`src/rtl/dds_sweep_ctrl.sv`:
```
// Frequency-sweep sequencer: steps the DDS tuning word from start to stop with a programmable
// dwell per value, in single, sawtooth, triangle or hold modes.
module dds_sweep_ctrl #(
    parameter int unsigned FTW_W   = 16,
    parameter int unsigned DWELL_W = 16
) (
    input  logic               clk,
    input  logic               rst,
    input  logic               start,
    input  logic               abort,
    input  logic [1:0]         mode,
    input  logic [FTW_W-1:0]   ftw_start,
    input  logic [FTW_W-1:0]   ftw_stop,
    input  logic [FTW_W-1:0]   ftw_step,
    input  logic [DWELL_W-1:0] dwell,
    output logic [FTW_W-1:0]   ftw,
    output logic               ftw_load,
    output logic               busy,
    output logic               done,
    output logic               dir,
    output logic               err
);

    typedef enum logic [0:0] {StIdle, StRun} state_e;
    typedef enum logic [1:0] {ModeSingle, ModeSaw, ModeTri, ModeHold} mode_e;

    state_e             state_q, state_d;
    mode_e              mode_q, mode_d;
    logic [FTW_W-1:0]   start_q, start_d;
    logic [FTW_W-1:0]   stop_q, stop_d;
    logic [FTW_W-1:0]   step_q, step_d;
    logic [DWELL_W-1:0] dwell_q, dwell_d;
    logic [DWELL_W-1:0] cnt_q, cnt_d;
    logic [FTW_W-1:0]   ftw_q, ftw_d;
    logic               ftw_load_q, ftw_load_d;
    logic               busy_q, busy_d;
    logic               done_q, done_d;
    logic               dir_q, dir_d;
    logic               err_q, err_d;

    // Extra bit on both paths catches carry-out / borrow so the result clamps instead of wrapping.
    logic [FTW_W:0]   up_sum;
    logic [FTW_W:0]   dn_diff;
    logic [FTW_W-1:0] up_val;
    logic [FTW_W-1:0] dn_val;

    assign up_sum  = {1'b0, ftw_q} + {1'b0, step_q};
    assign dn_diff = {1'b0, ftw_q} - {1'b0, step_q};
    assign up_val  = (up_sum[FTW_W] || (up_sum[FTW_W-1:0] > stop_q)) ? stop_q
                                                                       : up_sum[FTW_W-1:0];
    assign dn_val  = (dn_diff[FTW_W] || (dn_diff[FTW_W-1:0] < start_q)) ? start_q
                                                                          : dn_diff[FTW_W-1:0];

    logic [FTW_W-1:0] adv_ftw;
    logic             adv_dir;
    logic             adv_done;

    // Value and direction the sweep moves to at the end of the current dwell.
    always_comb begin
        adv_ftw  = ftw_q;
        adv_dir  = dir_q;
        adv_done = 1'b0;
        if (mode_q != ModeHold) begin
            if (!dir_q) begin
                if (ftw_q < stop_q) begin
                    adv_ftw = up_val;
                end else begin
                    case (mode_q)
                        ModeSingle: adv_done = 1'b1;
                        ModeSaw:    adv_ftw  = start_q;
                        ModeTri: begin
                            adv_dir = 1'b1;
                            adv_ftw = dn_val;
                        end
                        default: adv_ftw = ftw_q;
                    endcase
                end
            end else begin
                if (ftw_q > start_q) begin
                    adv_ftw = dn_val;
                end else begin
                    adv_dir = 1'b0;
                    adv_ftw = up_val;
                end
            end
        end
    end

    always_comb begin
        state_d    = state_q;
        mode_d     = mode_q;
        start_d    = start_q;
        stop_d     = stop_q;
        step_d     = step_q;
        dwell_d    = dwell_q;
        cnt_d      = cnt_q;
        ftw_d      = ftw_q;
        ftw_load_d = 1'b0;
        busy_d     = busy_q;
        done_d     = 1'b0;
        dir_d      = dir_q;
        err_d      = 1'b0;

        unique case (state_q)
            StIdle: begin
                if (start && !abort) begin
                    if (ftw_stop < ftw_start) begin
                        err_d = 1'b1;
                    end else begin
                        mode_d     = mode_e'(mode);
                        start_d    = ftw_start;
                        stop_d     = ftw_stop;
                        step_d     = ftw_step;
                        dwell_d    = dwell;
                        cnt_d      = '0;
                        ftw_d      = ftw_start;
                        ftw_load_d = 1'b1;
                        busy_d     = 1'b1;
                        dir_d      = 1'b0;
                        state_d    = StRun;
                    end
                end
            end
            StRun: begin
                if (abort) begin
                    busy_d  = 1'b0;
                    state_d = StIdle;
                end else if (cnt_q == dwell_q) begin
                    cnt_d = '0;
                    if (adv_done) begin
                        busy_d  = 1'b0;
                        done_d  = 1'b1;
                        state_d = StIdle;
                    end else begin
                        ftw_d      = adv_ftw;
                        dir_d      = adv_dir;
                        ftw_load_d = (adv_ftw != ftw_q);
                    end
                end else begin
                    cnt_d = cnt_q + DWELL_W'(1);
                end
            end
            default: state_d = StIdle;
        endcase
    end

    always_ff @(posedge clk) begin
        if (rst) begin
            state_q    <= StIdle;
            mode_q     <= ModeSingle;
            start_q    <= '0;
            stop_q     <= '0;
            step_q     <= '0;
            dwell_q    <= '0;
            cnt_q      <= '0;
            ftw_q      <= '0;
            ftw_load_q <= 1'b0;
            busy_q     <= 1'b0;
            done_q     <= 1'b0;
            dir_q      <= 1'b0;
            err_q      <= 1'b0;
        end else begin
            state_q    <= state_d;
            mode_q     <= mode_d;
            start_q    <= start_d;
            stop_q     <= stop_d;
            step_q     <= step_d;
            dwell_q    <= dwell_d;
            cnt_q      <= cnt_d;
            ftw_q      <= ftw_d;
            ftw_load_q <= ftw_load_d;
            busy_q     <= busy_d;
            done_q     <= done_d;
            dir_q      <= dir_d;
            err_q      <= err_d;
        end
    end

    assign ftw      = ftw_q;
    assign ftw_load = ftw_load_q;
    assign busy     = busy_q;
    assign done     = done_q;
    assign dir      = dir_q;
    assign err      = err_q;

endmodule

```
`config.mk`:
```
export PLATFORM = sky130hd
export DESIGN_NAME = dds_sweep_ctrl
export DESIGN_NICKNAME = d
export VERILOG_FILES = /design/src/rtl/dds_sweep_ctrl.sv
export SDC_FILE = /design/constraint.sdc
export NUM_CORES = 1
export LEC_CHECK = 0
export CAP_MARGIN = 20
export CORE_UTILIZATION = 45
export DETAILED_ROUTE_END_ITERATION = 10
export HOLD_SLACK_MARGIN = 0.06
export PLACE_DENSITY = 0.65
export SYNTH_ARGS = -nofsm -noshare
export SYNTH_HDL_FRONTEND = slang
export SYNTH_SLANG_ARGS = --single-unit
```
`constraint.sdc`:
```
create_clock -name clk -period 6.9 [get_ports clk]
set_input_delay 1.38 -clock clk [delete_from_list [all_inputs] [get_ports clk]]
set_output_delay 1.38 -clock clk [all_outputs]
set_load 0.01 [all_outputs]
```
==> results of run 1 <==
-- per-layer routing --
layer / vias up / global-route usage
li1: 4700 / -
met1: 4673 / 0.439
met2: 474 / 0.499
met3: 96 / 0.0704
met4: 0 / 0.162
met5: - / 0
-- worst max-delay path, stage by stage (launching register included) --
cell and delay [ns]:
dfxtp_1 0.47, ha_1 0.21, inv_1 0.05, fa_1 0.44, nor3_4 0.20, o311ai_4 0.14, a2111oi_4 0.53, nor3_1 0.09
or3b_2 0.51, ha_1 0.31, nand4_1 0.15, or3_1 0.44, nor3_2 0.33, o21a_1 0.56, buf_4 0.29, mux2_4 0.31
a2bb2oi_1 0.18, a211oi_2 0.24, nand4_1 0.12, or4_1 0.55, nor3_1 0.18, a311oi_1 0.10
-- registers in the layout (all words and copies together), names as in the netlist, 2 cells and up --
| signal | cells |
|---|---|
| cnt_q | 16 |
| dwell_q | 16 |
| ftw | 16 |
| mode_q | 2 |
| start_q | 16 |
| step_q | 16 |
| stop_q | 16 |
-- layout make-up --
| class | instances | area [um2] | area share |
|---|---|---|---|
| Clock buffer | 9 | 225 | 0.0204 |
| Tap cell | 270 | 338 | 0.0305 |
| Inverter | 93 | 349 | 0.0316 |
| Clock inverter | 7 | 88.8 | 0.00803 |
| Sequential cell | 104 | 2080 | 0.188 |
| Timing Repair Buffer | 127 | 1180 | 0.106 |
| Multi-Input combinational cell | 993 | 6800 | 0.615 |
-- final timing paths --
path	startpoint	to	cells after the start
worst max-delay path	ftw[0]	ftw_load	21
worst min-delay path	stop_q[13]	stop_q[13]	2
worst max register to register	ftw[0]	ftw_load	21
worst min register to register	stop_q[13]	stop_q[13]	2
-- cells in the final DEF, fill, tap and decap left out, types with 6 or more instances in the layout --
cell,instances
a211o_1,6
a211oi_1,13
a21o_1,18
a21oi_1,139
a221o_1,6
a221oi_1,15
a22oi_1,16
and2_1,6
and3_1,18
buf_4,38
clkbuf_16,9
clkdlybuf4s50_1,89
dfxtp_1,104
ha_1,114
inv_1,90
mux2_2,8
mux2i_1,20
nand2_1,178
nand2b_1,12
nand3_1,14
nand4_1,18
nor2_1,91
nor2b_1,13
nor3_1,19
nor3b_1,15
nor4_1,8
o2111ai_1,7
o211ai_1,15
o21a_1,12
o21ai_0,51
o221ai_1,6
o311ai_0,8
or3_1,7
or4_1,6
xnor2_1,20
xor2_1,21
-- cell families after synthesis --
logic type,count (synthesis),share of synthesized area
xor gates and xnor gates,41,0.0377
adders and majority gates,116,0.154
buffers and inverters,160,0.0683
and+or+nand+nor,426,0.213
DFF,104,0.219
muxes,30,0.0336
AOI/OAI and AO/OA,380,0.275
-- per-stage QoR --
stage,instance area [um2],worst slack (ns)
finish,11100,0.325
global placement,10700,0.573
CTS,11100,0.392
global route,11100,0.0527
detailed placement,10700,0.425
floorplan,9530,1.16
-- power by group --
part	switching [mW]	leakage [nW]	internal, mW
Sequential	0.0223	0.842	0.620
Combinational	0.699	3.53	0.458
Clock	0.285	0.153	0.265
Total	1.01	4.53	1.34
==> metrics.md, run 1 <==
| Metric | Value |
|---|---|
| Placed Cells | 1587 |
| Post-route ant nets | 0 |
| Highest clock rate | about 0.15 GHz |
| Die ar. | around 22000 um2 |
| Outcome | finished, final reports clean |
| Worst-Skew Late Latency | about 0.37 ns |
| Unique masters post-synth | 84 |
| RSZ-0062 raised after global routing | no |
| Vias | approximately 9900 |
| Starting Density | 0.465 |
| Root Driver | clkbuf_16 |
| Syn Std Cell Area | 9530 um2 |
| N_diodes | 0 |
| CP Data Arrival Time | slightly below 7 ns |
| Slew Limit Fails | 0 |
| R2R setup slack | around 0.32 ns |
| Post-layout net count | 1514 |
| Max_slew headroom | 0.277 |
| Synth Register Bits | 104 |
| Syn avg cell area | 7.58 um2 |
| Final Power | 2.35 mW |
| Number of global-route vias before repair | ~9400 |
| Post-Syn Nets | 1443 |
| Core box area | a little over 20000 um2 |
| Dpl hpwl | about 28000 um |
| Fill cell count | 2029 |
| Final Setup Violations | 0 |
| Yosys warns | 0 |
| Post CTS Setup Buffer Count | 0 |
| Max FO, Critical Path | 11 |
| Number of synthesized flops with an enable pin | 0 |
| Final wirelength | 35600 um |
| Final Skew | around 0.016 ns |
| Slew @ Worst Pin | between 1 and 1.5 ns |
| Ys async rst share | 0 |
| Router iterations before antenna repair | 6 |
| Worst hold slack | 0.462 ns |
| Die W | 148 um |
| Most common cell in the synthesized netlist | nand2_1 |
| Largest net degree at the start of global routing | between 80 and 90 |
| Wirelength per Cell | 22.2 um |
| CTS Sinks | between 100 and 150 |
| Sequential element share of the synthesized area | 0.219 |
| RePlAce Congestion | around 0.99 |
| Sum Neg Setup Slack | 0 ns |
| CP Data Required Time | just over 7 ns |
| Post-synth top area share | 0.219 |
| Max IR drop VDD | about 0.12 mV |
| Fin util | 0.540 |
| Synth area leaders | dfxtp_1, ha_1, a21oi_1 |
| HP Class | register to register |
| Final routed DRC violation total | 0 |
| Synth Flop Type | dfxtp_1 |
| Met3 WL | 3070 um |
| Detail Route met2 WL | about 15000 um |
| Wl on met1 | ~15000 um |
| Commonest cells in the netlist | nand2_1, a21oi_1, ha_1 |
| GRT Overall Usage | 0.329 |
| DR top layer | met4 |
| Hold_buf cts | 0 |
| Tmin final | between 6 and 7 ns |
| Ports | 91 |
| Maxcap violations | 0 |
| Resized cells post-CTS | 0 |
| Site row count | between 50 and 60 |
| Area leader, netlist | dfxtp_1 |
| H-tree depth | 3 |
| CP startpoint kind | register |
| Fin crit share | 0.953 |
| Power Dens Cells | around 210 nW/um2 |
| DRT iter0 DRCs | between 900 and 1000 |
| Num CTS Buffers | 9 |
| First-pass GRT wire length | 54200 um |
| Bufs on Longest Clock Path | 2 |
| Fin cells | roughly 1600 |
| Critical Path End Type | register |
| P&R area growth vs syn | 16.1% |
| Die height | 148 um |
| Final Hold Viols | 0 |
| WS Path Type | register to register |
| CTS tree | yes |
| Worst-path clk slew | ~0.080 ns |
| Total congestion overflow | 0 |
| I/O Buffers | 90 |
| Initial antenna violation count | 0 |
| Mapped Cells | between 1000 and 1500 |
| Lkg Pwr | ~4.5 nW |
| Vias/cell | approximately 6.2 |
| Layout cells sized above 1 | 0.0728 |
Power figures use the tool's default switching activity.
==> run 2, diff against run 1 <==
Settings changed: ABC_CLOCK_PERIOD_IN_PS set to 6900, SLEW_MARGIN set to 20.
==> results of run 2 <==
Same layout as run 1: the final DEF is identical, and so are final timing and power.
==> run 3, diff against run 2 <==
Settings changed: CAP_MARGIN 20 to unset.
==> results of run 3 <==
Same layout as run 1: the final DEF is identical, and so are final timing and power.
